[src/rtl/hazard_ctrl_pkg.sv]
// Shared types for the hazard controller: in-flight pipeline entry record and
// forwarding-select encoding (0 = register file, k+1 = result of stage k).
package hazard_ctrl_pkg;

  // Entry dst field is sized for the widest supported register file (256 regs).
  localparam int HAZ_DST_W = 8;
  localparam int FWD_SEL_W = 8;

  typedef struct packed {
    logic                 valid;
    logic [HAZ_DST_W-1:0] dst;
    logic                 wr;
    logic                 load;
  } HazEntry;

  typedef logic [FWD_SEL_W-1:0] FwdSel;

  localparam FwdSel FWD_RF = '0;

  function automatic FwdSel fwd_stage(input int k);
    return FwdSel'(k + 1);
  endfunction

endpackage

[src/rtl/hazard_ctrl_if.sv]
// Decode-side bundle between the pipeline and hazard_ctrl: decode operands and
// redirect in, forwarding selects, stall/flush controls and stall statistics out.
interface hazard_ctrl_if #(
  parameter int NUM_SRC = 2,
  parameter int ADDR_W  = 5,
  parameter int FWD_W   = 2,
  parameter int CNT_W   = 16
);
  logic                             d_valid;
  logic [NUM_SRC-1:0][ADDR_W-1:0]   d_src;
  logic [NUM_SRC-1:0]               d_src_used;
  logic [ADDR_W-1:0]                d_dst;
  logic                             d_wr;
  logic                             d_load;
  logic                             redirect;
  logic [NUM_SRC-1:0][FWD_W-1:0]    fwd_sel;
  logic                             stall_if;
  logic                             stall_d;
  logic                             flush_fd;
  logic                             flush_dx;
  logic [CNT_W-1:0]                 stall_cnt;

  modport master (
    output d_valid, d_src, d_src_used, d_dst, d_wr, d_load, redirect,
    input  fwd_sel, stall_if, stall_d, flush_fd, flush_dx, stall_cnt
  );

  modport slave (
    input  d_valid, d_src, d_src_used, d_dst, d_wr, d_load, redirect,
    output fwd_sel, stall_if, stall_d, flush_fd, flush_dx, stall_cnt
  );
endinterface

[src/rtl/hazard_ctrl_src_match.sv]
// Per-source hazard match: finds the youngest in-flight writer of one decode
// source register and flags a load-use hazard when that writer is a load in X.
module haz_src_match
  import hazard_ctrl_pkg::*;
#(
  parameter int DEPTH  = 3,
  parameter int ADDR_W = 5,
  parameter int IDX_W  = (DEPTH > 1) ? $clog2(DEPTH) : 1
) (
  input  logic                    d_valid,
  input  logic [ADDR_W-1:0]       src,
  input  logic                    used,
  input  HazEntry [DEPTH-1:0]     entries,
  output logic                    hit,
  output logic [IDX_W-1:0]        hit_idx,
  output logic                    load_use
);

  logic hit_load;

  // Scan oldest to youngest so the lowest matching index is the one kept.
  always_comb begin
    hit      = 1'b0;
    hit_idx  = '0;
    hit_load = 1'b0;
    for (int k = DEPTH - 1; k >= 0; k--) begin
      if (d_valid && used && (src != '0) && entries[k].valid && entries[k].wr &&
          (entries[k].dst == HAZ_DST_W'(src))) begin
        hit      = 1'b1;
        hit_idx  = IDX_W'(k);
        hit_load = entries[k].load;
      end
    end
    load_use = hit && (hit_idx == '0) && hit_load;
  end

endmodule

[src/rtl/hazard_ctrl.sv]
// Hazard detection / forwarding controller: tracks DEPTH post-decode stages and
// drives forwarding selects, stalls and flushes. Forwarding enabled by HAZARD_FWD_EN.
module hazard_ctrl
  import hazard_ctrl_pkg::*;
#(
  parameter int NUM_REGS = 32,
  parameter int NUM_SRC  = 2,
  parameter int DEPTH    = 3,
  parameter int BR_STAGE = 1,
  parameter int CNT_W    = 16
) (
  input  logic         clk,
  input  logic         rst,
  hazard_ctrl_if.slave bus
);

  localparam int ADDR_W = $clog2(NUM_REGS);
  localparam int IDX_W  = (DEPTH > 1) ? $clog2(DEPTH) : 1;
  localparam int FWD_W  = $clog2(DEPTH + 1);

  HazEntry [DEPTH-1:0]            entry_q, entry_d;
  logic [CNT_W-1:0]               stall_cnt_q, stall_cnt_d;
  logic [NUM_SRC-1:0]             hit, load_use;
  logic [NUM_SRC-1:0][IDX_W-1:0]  hit_idx;
  logic [NUM_SRC-1:0][FWD_W-1:0]  fwd_sel;
  logic                           stall_raw, stall;

  for (genvar s = 0; s < NUM_SRC; s++) begin : g_src
    haz_src_match #(
      .DEPTH  (DEPTH),
      .ADDR_W (ADDR_W),
      .IDX_W  (IDX_W)
    ) u_match (
      .d_valid  (bus.d_valid),
      .src      (bus.d_src[s]),
      .used     (bus.d_src_used[s]),
      .entries  (entry_q),
      .hit      (hit[s]),
      .hit_idx  (hit_idx[s]),
      .load_use (load_use[s])
    );
  end

`ifdef HAZARD_FWD_EN
  assign stall_raw = |load_use;

  always_comb begin
    fwd_sel = '0;
    for (int s = 0; s < NUM_SRC; s++) begin
      if (hit[s] && !load_use[s]) fwd_sel[s] = FWD_W'(fwd_stage(int'(hit_idx[s])));
      else                        fwd_sel[s] = FWD_W'(FWD_RF);
    end
  end
`else
  // Without forwarding, a reader waits until its writer has left every tracked stage.
  logic unused_fwd;
  assign unused_fwd = ^{hit_idx, load_use};
  assign stall_raw  = |hit;

  always_comb begin
    fwd_sel = '0;
    for (int s = 0; s < NUM_SRC; s++) fwd_sel[s] = FWD_W'(FWD_RF);
  end
`endif

  assign stall = stall_raw && !bus.redirect;

  assign bus.fwd_sel   = fwd_sel;
  assign bus.stall_d   = stall;
  assign bus.stall_if  = stall;
  assign bus.flush_fd  = bus.redirect;
  assign bus.flush_dx  = bus.redirect;
  assign bus.stall_cnt = stall_cnt_q;

  always_comb begin
    entry_d    = entry_q;
    entry_d[0] = '{valid: bus.d_valid && !stall && !bus.redirect,
                   dst:   HAZ_DST_W'(bus.d_dst),
                   wr:    bus.d_wr,
                   load:  bus.d_load};
    // Entries younger than the resolving branch are wrong-path and die as they shift.
    for (int k = 1; k < DEPTH; k++) begin
      entry_d[k] = entry_q[k-1];
      if (bus.redirect && ((k - 1) < BR_STAGE)) entry_d[k].valid = 1'b0;
    end

    stall_cnt_d = stall_cnt_q;
    if (stall && (stall_cnt_q != '1)) stall_cnt_d = stall_cnt_q + CNT_W'(1);
  end

  always_ff @(posedge clk or posedge rst) begin
    if (rst) begin
      entry_q     <= '0;
      stall_cnt_q <= '0;
    end else begin
      entry_q     <= entry_d;
      stall_cnt_q <= stall_cnt_d;
    end
  end

endmodule

[src/flat_wrapper.sv]
// flat-port wrapper written by rule: the top's interface ports become plain ports
module hazard_ctrl_flat import hazard_ctrl_pkg::*;
#(
  parameter int NUM_REGS = 32,
  parameter int NUM_SRC  = 2,
  parameter int DEPTH    = 3,
  parameter int BR_STAGE = 1,
  parameter int CNT_W    = 16
)
  (clk, rst, bus_d_valid, bus_d_src, bus_d_src_used, bus_d_dst, bus_d_wr, bus_d_load, bus_redirect, bus_fwd_sel, bus_stall_if, bus_stall_d, bus_flush_fd, bus_flush_dx, bus_stall_cnt);
  hazard_ctrl_if #(.NUM_SRC(NUM_SRC), .ADDR_W(($clog2((32)))), .FWD_W(($clog2((3) + 1))), .CNT_W(CNT_W)) bus_i ();
  input  logic clk;
  input  logic rst;
  input wire logic [$bits(bus_i.d_valid)-1:0] bus_d_valid;
  input wire logic [$bits(bus_i.d_src)-1:0] bus_d_src;
  input wire logic [$bits(bus_i.d_src_used)-1:0] bus_d_src_used;
  input wire logic [$bits(bus_i.d_dst)-1:0] bus_d_dst;
  input wire logic [$bits(bus_i.d_wr)-1:0] bus_d_wr;
  input wire logic [$bits(bus_i.d_load)-1:0] bus_d_load;
  input wire logic [$bits(bus_i.redirect)-1:0] bus_redirect;
  output wire logic [$bits(bus_i.fwd_sel)-1:0] bus_fwd_sel;
  output wire logic [$bits(bus_i.stall_if)-1:0] bus_stall_if;
  output wire logic [$bits(bus_i.stall_d)-1:0] bus_stall_d;
  output wire logic [$bits(bus_i.flush_fd)-1:0] bus_flush_fd;
  output wire logic [$bits(bus_i.flush_dx)-1:0] bus_flush_dx;
  output wire logic [$bits(bus_i.stall_cnt)-1:0] bus_stall_cnt;
  assign bus_i.d_valid = bus_d_valid;
  assign bus_i.d_src = bus_d_src;
  assign bus_i.d_src_used = bus_d_src_used;
  assign bus_i.d_dst = bus_d_dst;
  assign bus_i.d_wr = bus_d_wr;
  assign bus_i.d_load = bus_d_load;
  assign bus_i.redirect = bus_redirect;
  assign bus_fwd_sel = bus_i.fwd_sel;
  assign bus_stall_if = bus_i.stall_if;
  assign bus_stall_d = bus_i.stall_d;
  assign bus_flush_fd = bus_i.flush_fd;
  assign bus_flush_dx = bus_i.flush_dx;
  assign bus_stall_cnt = bus_i.stall_cnt;
  hazard_ctrl #(.NUM_REGS(NUM_REGS), .NUM_SRC(NUM_SRC), .DEPTH(DEPTH), .BR_STAGE(BR_STAGE), .CNT_W(CNT_W)) u_core (.clk(clk), .rst(rst), .bus(bus_i));
endmodule
[config.mk]
export PLATFORM = sky130hd
export DESIGN_NAME = hazard_ctrl_flat
export DESIGN_NICKNAME = d
export VERILOG_FILES = /design/src/rtl/hazard_ctrl_pkg.sv /design/src/rtl/hazard_ctrl_if.sv /design/src/rtl/hazard_ctrl_src_match.sv /design/src/rtl/hazard_ctrl.sv /design/src/flat_wrapper.sv
export SDC_FILE = /design/constraint.sdc
export NUM_CORES = 1
export LEC_CHECK = 0
export CAP_MARGIN = 15
export CELL_PAD_IN_SITES_DETAIL_PLACEMENT = 0
export CELL_PAD_IN_SITES_GLOBAL_PLACEMENT = 1
export CORE_ASPECT_RATIO = 1.2
export CORE_MARGIN = 2
export CORE_UTILIZATION = 40
export CTS_BUF_LIST = sky130_fd_sc_hd__clkbuf_4 sky130_fd_sc_hd__clkbuf_8
export CTS_CLUSTER_SIZE = 10
export DETAILED_ROUTE_END_ITERATION = 8
export GPL_ROUTABILITY_DRIVEN = 0
export HOLD_SLACK_MARGIN = 0.15
export PLACE_DENSITY_LB_ADDON = 0.1
export SYNTH_ARGS = -nofsm -noshare
export SYNTH_HDL_FRONTEND = slang
export SYNTH_SLANG_ARGS = --single-unit
[constraint.sdc]
create_clock -name clk -period 3 [get_ports clk]
set_clock_uncertainty 0.2 [all_clocks]
set_input_delay 0.6 -clock clk [delete_from_list [all_inputs] [get_ports clk]]
set_output_delay 0.6 -clock clk [all_outputs]
set_load 0.02 [all_outputs]
==> impl_results.md <==
* Status: completed
* Die area at 5280 um^2
* WL final at 4180 um
* Initial antenna violation count at 0
* 1st-pass router iterations at 4
* H-tree levels at 2
* # fillers at 440
* Main area contributors after synthesis: dfrtp_1, xor2_1, xnor2_1
* Hold Path Class: reg2reg
* Avg WL per Cell at 15.8 um
* Distinct cells, synth at 30
* CTS buffer count at 5
* CTS tree: yes
* Sink Count at 37
* Fin nets at 230
* Layout Cells excl Fill at 265
* First-pass GRT wire length at 6930 um
* Layout Utilization at 0.555
* Final setup vio count at 0
* Slew Viols, Final at 0
* Antenna Violating Nets Remaining at 0
* Int Pwr at 844 uW
* Flop pwr share at 0.479
* Seq cells post-synth at 37
* Startpoint types: input pin
* Post-synth EDFFs at 0
* Via count at 1352
* Seq/Total Area, Yosys at 0.491
* Hpwl dp at 3040 um
* Clock transition at path regs at 80 ps
* Hold Crit Depth at 0
* Number of core rows at 27
* Chip height at 79.2 um
* Root Driver: clkbuf_8
* Worst reg2reg setup slack at 500 ps
* Most common cell in the synthesized netlist: dfrtp_1
* Fin. Hold Viols at 0
* Clk_lat worst skew at 290 ps
* Number of port buffers at 41
* Vias/cell at 5.10
* Logic pwr share at 0.112
* Avg Inst Size Synth at 12.5 um^2
* Max_cap viols at 0
* Fmax at 350 MHz
* Placed Instances at 254
* Cells after Synth at 151
* Setup CP Type: in2out
* Drc violations at 0
* GRT Total Usage at 0.177
* Critical path endpoint category: output pin
* Yosys warns at 0
* Remaining Overflow, GRT at 0
* Hold_buf cts at 0
* Largest net degree at the start of global routing at 38
* Core Box Area at 4560 um^2
* Tcrit/Tclk final at 0.953
* CTS Buffer Depth at 2
* Mapped Area at 1890 um^2
* Synth area leader: dfrtp_1
* Ant. Diodes at 0
* Starting Density at 0.413
* Worst Path Max Fanout at 4
* Data required time at the worst endpoint at 2200 ps
* Switching Share at 0.239
* Power, Total at 1.11 mW
* Post-synth top flop: dfrtp_1
* Leak pwr at 1.10 nW
* Net Switching at 265 uW
* Layout cells sized above 1 at 0.266
* Worst EP arrival at 2060 ps
* Pwr dens at 438 nW/um^2
* Commonest cells post-synth: dfrtp_1, xor2_1, xnor2_1
* VDD IR-drop max at 0.000236 V
* Share of the synthesized area in the top cell type at 0.491
* # IOs at 47
* Worst reg-to-reg path cell count at 9
* Die W at 66.7 um
* Post-layout min period at 2860 ps
* DRT iter0 DRCs at 59
* Share of synthesized flip-flops with an asynchronous set or reset at 1.00
* RSZ-0062 raised after global routing: no
* Clk network pwr share at 0.409
* Vias in the first global route at 1417
* Area grow syn2layout at 34.2%
==> cell type report <==
cell class              instances  area, um^2  share of cell area
multi-input cells             105         927               0.366
clock inverters                 2        37.5              0.0148
flip-flops and latches         37         926               0.366
repair buffers                 56         480               0.190
well taps                      58        72.6              0.0287
clock buffers                   6        82.6              0.0326
inverters                       1        3.75             0.00148
==> final timing paths <==
kind / end / start
setup / recovery: bus_stall_d / bus_d_src[5]
hold / removal: u_core.entry_d[23]$_DFF_PP0_ / u_core.entry_d[12]$_DFF_PP0_
setup reg to reg: u_core.bus.stall_cnt[1]$_DFFE_PP0P_ / u_core.entry_d[15]$_DFF_PP0_
hold reg to reg: u_core.entry_d[23]$_DFF_PP0_ / u_core.entry_d[12]$_DFF_PP0_
max in group asynchronous: u_core.bus.stall_cnt[7]$_DFFE_PP0P_ / rst
min in group asynchronous: u_core.entry_d[27]$_DFF_PP0_ / rst
==> state kept, by name, indices dropped and copies added (netlist names) <==
signal / cells
u_core.entry_q: 8
u_core.bus.stall_cnt: 16
u_core.entry_d: 13
==> critical path, stage by stage <==
cell and delay, ps:
buf_2 130, buf_4 130, xor2_1 150, nor4_2 290, nand4_1 200, a31oi_4 220
nor2_2 60, nor2_2 130, buf_6 140
==> stage by stage <==
| step | TNS (ps) | hold WS [ps] | cell area (um^2) | setup WS, ps |
|---|---|---|---|---|
| after global routing | 0 | 230 | 2530 | 42.5 |
| final | 0 | 211 | 2530 | 141 |
| after detailed placement | -2160 | 195 | 2380 | -755 |
| after global placement | -2310 | 196 | 2380 | -760 |
| after CTS | 0 | 213 | 2530 | 2.27 |
| after floorplan | 0 | 173 | 1900 | 94.6 |
==> power groups by stage <==
| stage | registers, mW | logic [mW] | clock network (mW) |
|---|---|---|---|
| 2_1_floorplan | 0.540 | 0.0597 | 0 |
| 3_3_place_gp | 0.541 | 0.120 | 0 |
| 3_5_place_dp | 0.542 | 0.122 | 0 |
| 4_1_cts | 0.532 | 0.124 | 0.466 |
| 5_1_grt | 0.534 | 0.135 | 0.494 |
| 6_report | 0.531 | 0.124 | 0.453 |
==> layout by cell type (no fill, tap or decap), drive strengths merged <==
cell,Yosys,final
dfrtp,37,37
nor2,2,2
and3,6,6
nor4,6,6
nand2b,1,1
a31oi,2,2
or4,2,2
inv,1,1
buf,10,19
bufinv,0,1
nor3,1,1
and4,3,3
o211ai,7,7
clkdlybuf4s15,0,1
o2111ai,5,5
and2,4,4
a41oi,1,1
o21ai,5,5
nor4b,1,1
nand4,6,6
mux2,1,1
nand2,1,1
clkdlybuf4s50,0,29
conb,1,4
xor2,24,24
ha,1,1
clkbuf,1,13
nor2b,1,1
clkinvlp,0,1
xnor2,21,21
==> layer usage <==
layer	up-vias	track usage	part of all wire	routed length, um
met3	12	0.0482	0.048	199
met2	38	0.305	0.53	2210
met1	666	0.201	0.40	1650
met4	0	0.0816	0.027	115
met5	-	0	0	0
li1	636	-	-	-
==> cells by family (layout without fill, tap and decap cells) <==
family	count (synthesis)	in the layout	share of synthesized area
XOR/XNOR	45	45	0.209
flip-flops	37	37	0.491
AND/OR/NAND/NOR	34	34	0.116
AO/OA/AOI/OAI	20	20	0.119
buffers and inverters	12	65	0.0498
adder cells (fa/ha/maj)	1	1	0.00663
other	1	4	0.00199
multiplexers	1	1	0.00597
==> timing repair <==
item,in CTS,in global routing
setup endpoints to repair,2,2
endpoints found under the hold margin,0,0
gates resized for setup,35,17
pin swaps,13,14
setup buffers,0,3
Power figures use the tool's default switching activity.
